==> src/rtl/imm_gen_pkg.sv <==
// Shared types and default field widths for the immediate generator.
package imm_gen_pkg;

  // Instruction format carried on sel
  typedef enum logic [1:0] {
    FMT_AOI = 2'b00,
    FMT_BR  = 2'b01,
    FMT_JMP = 2'b10,
    FMT_PFX = 2'b11
  } fmt_e;

  // Prefix tracking state
  typedef enum logic [0:0] {
    ST_IDLE  = 1'b0,
    ST_ARMED = 1'b1
  } state_e;

  // Default field widths
  localparam int DEF_DW = 16;
  localparam int DEF_AW = 4;
  localparam int DEF_BW = 8;
  localparam int DEF_JW = 12;

  // Widest of three field widths; sizes the common alignment bus
  function automatic int max3(input int a, input int b, input int c);
    int m;
    m = (a > b) ? a : b;
    return (m > c) ? m : c;
  endfunction

endpackage

==> src/rtl/imm_ext.sv <==
// Combinational extend/truncate unit: IW-bit input to DW-bit output.
// Wider inputs keep their low DW bits; narrower inputs are sign- or
// zero-extended according to sz.
module imm_ext #(
  parameter int IW = 24,
  parameter int DW = 16
) (
  input  logic [IW-1:0] din,
  input  logic          sz,
  output logic [DW-1:0] dout
);

  generate
    if (IW >= DW) begin : g_trunc
      // Truncation: upper bits and sz play no part in the result
      logic unused_bits;
      assign unused_bits = sz ^ (^din[IW-1:DW-1]);
      assign dout        = din[DW-1:0];
    end else begin : g_ext
      // Extension: replicate the MSB only when sign-extending
      assign dout = {{(DW-IW){sz & din[IW-1]}}, din};
    end
  endgenerate

endmodule

==> src/rtl/imm_gen.sv <==
// Immediate generator with a one-deep prefix register.
// Non-prefix instructions produce a registered, extended immediate one
// cycle after en; a prefix instruction arms a JW-bit payload that is
// concatenated above the next instruction's field.
// Optional build macro: IMM_GEN_BR_SCALE_EN -- scales branch results by 2.
module imm_gen
  import imm_gen_pkg::*;
#(
  parameter int DW = DEF_DW,
  parameter int AW = DEF_AW,
  parameter int BW = DEF_BW,
  parameter int JW = DEF_JW
) (
  input  logic          clk,
  input  logic          rst,
  input  logic          en,
  input  logic          flush,
  input  logic [1:0]    sel,
  input  logic          sz,
  input  logic [AW-1:0] f_aoi,
  input  logic [BW-1:0] f_br,
  input  logic [JW-1:0] f_jmp,
  output logic [DW-1:0] imm,
  output logic          imm_vld,
  output logic          pfx_active
);

  // Alignment bus fits a prefix above the widest field, so every
  // format/prefix combination passes through a single extend unit.
  localparam int FW = max3(AW, BW, JW);
  localparam int CW = JW + FW;

  fmt_e          fmt;
  state_e        state_reg;
  logic [JW-1:0] pfx_reg;
  logic [DW-1:0] imm_reg;
  logic          vld_reg;
  logic          armed;
  logic [CW-1:0] aligned_next;
  logic [DW-1:0] ext_next;
  logic [DW-1:0] imm_next;

  assign fmt   = fmt_e'(sel);
  assign armed = (state_reg == ST_ARMED);

  // Place the selected field (and the armed prefix above it) on the
  // alignment bus, filling upper bits with the effective sign.
  always_comb begin
    aligned_next = '0;
    case (fmt)
      FMT_AOI: begin
        if (armed) begin
          aligned_next                = {CW{sz & pfx_reg[JW-1]}};
          aligned_next[AW-1:0]        = f_aoi;
          aligned_next[JW+AW-1:AW]    = pfx_reg;
        end else begin
          aligned_next                = {CW{sz & f_aoi[AW-1]}};
          aligned_next[AW-1:0]        = f_aoi;
        end
      end
      FMT_BR: begin
        if (armed) begin
          aligned_next                = {CW{sz & pfx_reg[JW-1]}};
          aligned_next[BW-1:0]        = f_br;
          aligned_next[JW+BW-1:BW]    = pfx_reg;
        end else begin
          aligned_next                = {CW{sz & f_br[BW-1]}};
          aligned_next[BW-1:0]        = f_br;
        end
      end
      FMT_JMP: begin
        if (armed) begin
          aligned_next                = {CW{sz & pfx_reg[JW-1]}};
          aligned_next[JW-1:0]        = f_jmp;
          aligned_next[JW+JW-1:JW]    = pfx_reg;
        end else begin
          aligned_next                = {CW{sz & f_jmp[JW-1]}};
          aligned_next[JW-1:0]        = f_jmp;
        end
      end
      default: aligned_next = '0;
    endcase
  end

  imm_ext #(
    .IW (CW),
    .DW (DW)
  ) u_ext (
    .din  (aligned_next),
    .sz   (sz),
    .dout (ext_next)
  );

  // Branch scaling is applied after extension/truncation
  always_comb begin
    imm_next = ext_next;
`ifdef IMM_GEN_BR_SCALE_EN
    if (fmt == FMT_BR) begin
      imm_next = {ext_next[DW-2:0], 1'b0};
    end
`endif
  end

  // State, prefix and output registers; reset beats flush beats en
  always_ff @(posedge clk) begin
    if (rst) begin
      state_reg <= ST_IDLE;
      pfx_reg   <= '0;
      imm_reg   <= '0;
      vld_reg   <= 1'b0;
    end else if (flush) begin
      state_reg <= ST_IDLE;
      vld_reg   <= 1'b0;
    end else if (en) begin
      if (fmt == FMT_PFX) begin
        pfx_reg   <= f_jmp;
        state_reg <= ST_ARMED;
        vld_reg   <= 1'b0;
      end else begin
        imm_reg   <= imm_next;
        state_reg <= ST_IDLE;
        vld_reg   <= 1'b1;
      end
    end else begin
      vld_reg <= 1'b0;
    end
  end

  assign imm        = imm_reg;
  assign imm_vld    = vld_reg;
  assign pfx_active = armed;

endmodule
==> config.mk <==
export PLATFORM = sky130hd
export DESIGN_NAME = imm_gen
export DESIGN_NICKNAME = d
export VERILOG_FILES = /design/src/rtl/imm_gen_pkg.sv /design/src/rtl/imm_ext.sv /design/src/rtl/imm_gen.sv
export SDC_FILE = /design/constraint.sdc
export NUM_CORES = 1
export LEC_CHECK = 0
export ABC_AREA = 1
export CAP_MARGIN = 20
export CORE_MARGIN = 1
export CORE_UTILIZATION = 54
export DETAILED_ROUTE_END_ITERATION = 8
export HOLD_SLACK_MARGIN = 0.12
export PLACE_DENSITY = 0.86
export SETUP_SLACK_MARGIN = 0.5
export SLEW_MARGIN = 30
export SYNTH_ARGS = -nofsm -noshare
export SYNTH_HDL_FRONTEND = slang
export SYNTH_HIERARCHICAL = 1
export SYNTH_SLANG_ARGS = --single-unit
==> constraint.sdc <==
create_clock -name clk -period 2.9 [get_ports clk]
set_input_delay 0.435 -clock clk [delete_from_list [all_inputs] [get_ports clk]]
set_output_delay 0.435 -clock clk [all_outputs]
set_load 0.02 [all_outputs]
# Yosys cells after proc, flatten, opt, wreduce, memory -nomap -nowiden
# Index checks and enable logic that the tools add are counted.
# word_totals
ff_bits	30
latchBits	0
ramBits	0
mem_bits_ro	0
input_bits	31
output_inout_bits	18
wordCells	24
mem_count	0
# classes
add_sub_neg	0
n_mul	0
n_div	0
n_lt_le_gt_ge	0
n_eq_ne	3
n_shift	0
mux	6
n_bitwise	6
reduce_logical	5
# ops
cell	n
16-bit 2-to-1 mux	3
16-bit one-hot mux with 3 select lines	1
3-bit AND reduction	2
2-bit equality test (second input constant)	2
1-bit bitwise AND	3
1-bit NOT	3
3-bit OR reduction	1
2-bit by 1-bit equality test with 1-bit output (second input constant)	1
2-bit zero test	1
1-bit 2-to-1 mux	2
2-bit OR reduction	1

# Logic depth before layout (Yosys ltp)
# logic_depth
ltp_word	3
mapped_depth	12
mapped_depth_nobuf	10

# By module
# Netlist, hierarchy kept.
# modules_own_cells
mod	n_inst	cells_per_inst	area_per_inst_um2	seq_area_each_um2
imm_gen	1	335	1944.4	600.6
imm_ext	1	16	120.1	0.0

# Worst setup path before layout
# Ideal clock, no wire load.
# synth_path
kind	flip-flop to flip-flop
start	register state_reg, in the netlist pfx_active
end	register imm_reg[13], in the netlist imm[13]
setup_ns	0.064
t_arrival_ns	1.353
required_ns	2.836
path_slack_ns	1.483
stages_incl_launch_ff	11
path_buffers	2
period_less_slack_ns	1.417
cell_sequence	dfxtp_1 inv_1 nand2_1 buf_2 nand3_1 nand3_1 buf_4 inv_1 nand3_1 nand2_1 nor2_1
# synth_via
elab_chain_len	2
elab_cells_between_ends	4
classes_between	mux (4)
# synth_rtl
item	line	rtl
from (decl)	imm_gen.sv:34	state_e state_reg;
from (signal assigned)	imm_gen.sv:107	state_reg <= ST_IDLE;
from (signal assigned)	imm_gen.sv:112	state_reg <= ST_IDLE;
from (signal assigned)	imm_gen.sv:117	state_reg <= ST_ARMED;
16-bit 2-to-1 mux (on tied branches)	imm_gen.sv:72, imm_gen.sv:52, imm_gen.sv:62	
16-bit one-hot mux with 3 select lines (*)	imm_gen.sv:50	case (fmt)
net aligned_next[13]	imm_gen.sv:39	logic [CW-1:0] aligned_next;
to (signal assigned)	imm_gen.sv:120	imm_reg <= imm_next;
to (decl)	imm_gen.sv:36	logic [DW-1:0] imm_reg;
# The timed path passes the listed nets; every way through them passes the cells marked *.
# A chain may end at the register's enable or synchronous reset.

# Worst setup path in the final report
# layout_path
start	register state_reg, in the netlist pfx_active
end	output pfx_active
# layout_lines
item	line	rtl
to (decl)	imm_gen.sv:25	output logic pfx_active
# No word-level cell between the ends.

==> results.toml <==
[place]
io_buffers = 48
place.gp.congestion = 0.861
hpwlAfterDp_um = 3140
dpl_worst_slack_ps = 716
dpl-instance-area_um2 = 2280

[sta]
setup_viol = 0
tightest_slew_ps = 566
relSlewSlack_pct = 62.2
hold-worst-slack_ps = 486
final.setup_skew_ps = 9.86
layout_setup_ws_ps = 769
finalCritPeriodShare_pct = 73.5
slew_violations = 0
hold_viol = 0
tns_ps = 0
rsz0062_at_grt = "false"
min_period_ps = 2130
max_freq_mhz = 469

[setup_path]
critPathKind = "reg -> out"
crit_family = "buffers and inverters"
critPathMaxFanout = 15
cp_data_arrival_time_ps = 1700
crit_chain = "clkdlybuf4s50_1"
cp.buffers_inverters = 1
crit_path_max_incr_delay_ps = 710
cp-start-kind = "register"
crit_required_ps = 2470
slowest_stage = "clkdlybuf4s50_1"
endpoint_kind = "output port"

[layout]
area_growth_pct = 20.1
finalInstanceArea_um2 = 2340
largest_register_ffs = 16
n_antenna_cell = 0
nets = 381
drive_above_1_share_pct = 5.13
final_cell_mix = "83 x nand2_1, 60 x nand3_1, 50 x inv_1"
layout_commonest_cell = "nand2_1"

[grt]
first_global_vias = 1619
grtUsageTotal_pct = 25.2
grt_pass1_wl_um = 7030
grt_max_degree = 36
antenna_found_initial = 0
grt-ovfl-total = 0

[cts]
htree_num_levels = 2
cts_root_buffer = "clkbuf_4"
cts_inserted_buffers = 5
insertion_delay_ps = 340
ctsHoldBuffers = 0
post_cts_resized = 0
post-cts-setup-buffer-count = 0
clk_pin_slew_worst_paths_ps = 90
clkSinkCount = 30
cts_tree = "done"
clockBufferDepth = 2

[floorplan]
rows = 21
die_y_um = 62.0
io_pins = 49
coreArea_um2 = 3390
die_x_um = 62.0
start_util_pct = 57.4
die_area_um2 = 3850

[detailed_routing]
vias_per_cell = 4.97
post-route-drc-count = 0
wirelength_um = 4360
drt_iter0_markers = 100
wl_per_cell_um = 11.0
first_pass_iters = 4
num_vias = 1973
antenna_left = 0

[power_and_ir_drop]
p_leak_nw = 1.07
power_density_nw_per_um2 = 406
vdd_drop_max_mv = 0.238

[flow_run]
max_cap_violations = 0

[synth]
ys_warn_count = 6
avgSynthCellArea_um2 = 5.95
synth_area_um2 = 1950
synth_nets = 358
netlist_instances = 327

[hold_path]
hp-class = "reg -> reg"

[outcome]
outcome = "complete, no violations"
[final cells by class]
type | instances | area (um^2)
sequential | 30 | 601
tap | 46 | 57.6
clock inverter | 1 | 5.00
timing repair buffer | 51 | 503
multi-input combinational | 210 | 922
fill | 297 | 1050
inverter | 52 | 195
clock buffer | 7 | 55.1
[where the power goes]
group / internal [mW] / leakage (nW) / switching (mW)
Sequential: 0.433 / 0.245 / 0.0120
Clock: 0.117 / 0.0353 / 0.148
Combinational: 0.107 / 0.787 / 0.132
[worst reg2reg max path, stage by stage (launching register included)]
cell     delay (ps)
dfxtp_1         650
inv_1           170
nand2_2         200
nand2_1          70
inv_1           100
nand2_1          70
nand2_1          70
inv_1            40
nand3_1          70
nand2_1          60
nor2_1           90
[per-layer routing]
metal	wire length [um]	track usage, %	up-vias
met4	97	11.1	0
met2	1980	38.0	80
met3	304	6.21	12
met5	0	0	-
li1	-	-	1029
met1	1980	34.1	852
[path summary, 6_finish.rpt]
kind | start | end | slack, ps | cells after the start
worst max register to register | pfx_active | imm[5] | 1270 | 10
worst min-delay path | imm[6] | imm[6] | 490 | 2
worst min register to register | imm[6] | imm[6] | 490 | 2
worst max-delay path | pfx_active | pfx_active | 770 | 1
[through the flow]
stage          instances  total power [mW]  util [%]
3_5_place_dp         389             0.692      67.2
6_report             397             0.949      69.0
3_3_place_gp         389             0.688      67.2
5_1_grt              397              1.01      69.0
2_1_floorplan        327             0.623         -
4_1_cts              397             0.958      69.0
Note: power is estimated with default switching activity, not from simulation.
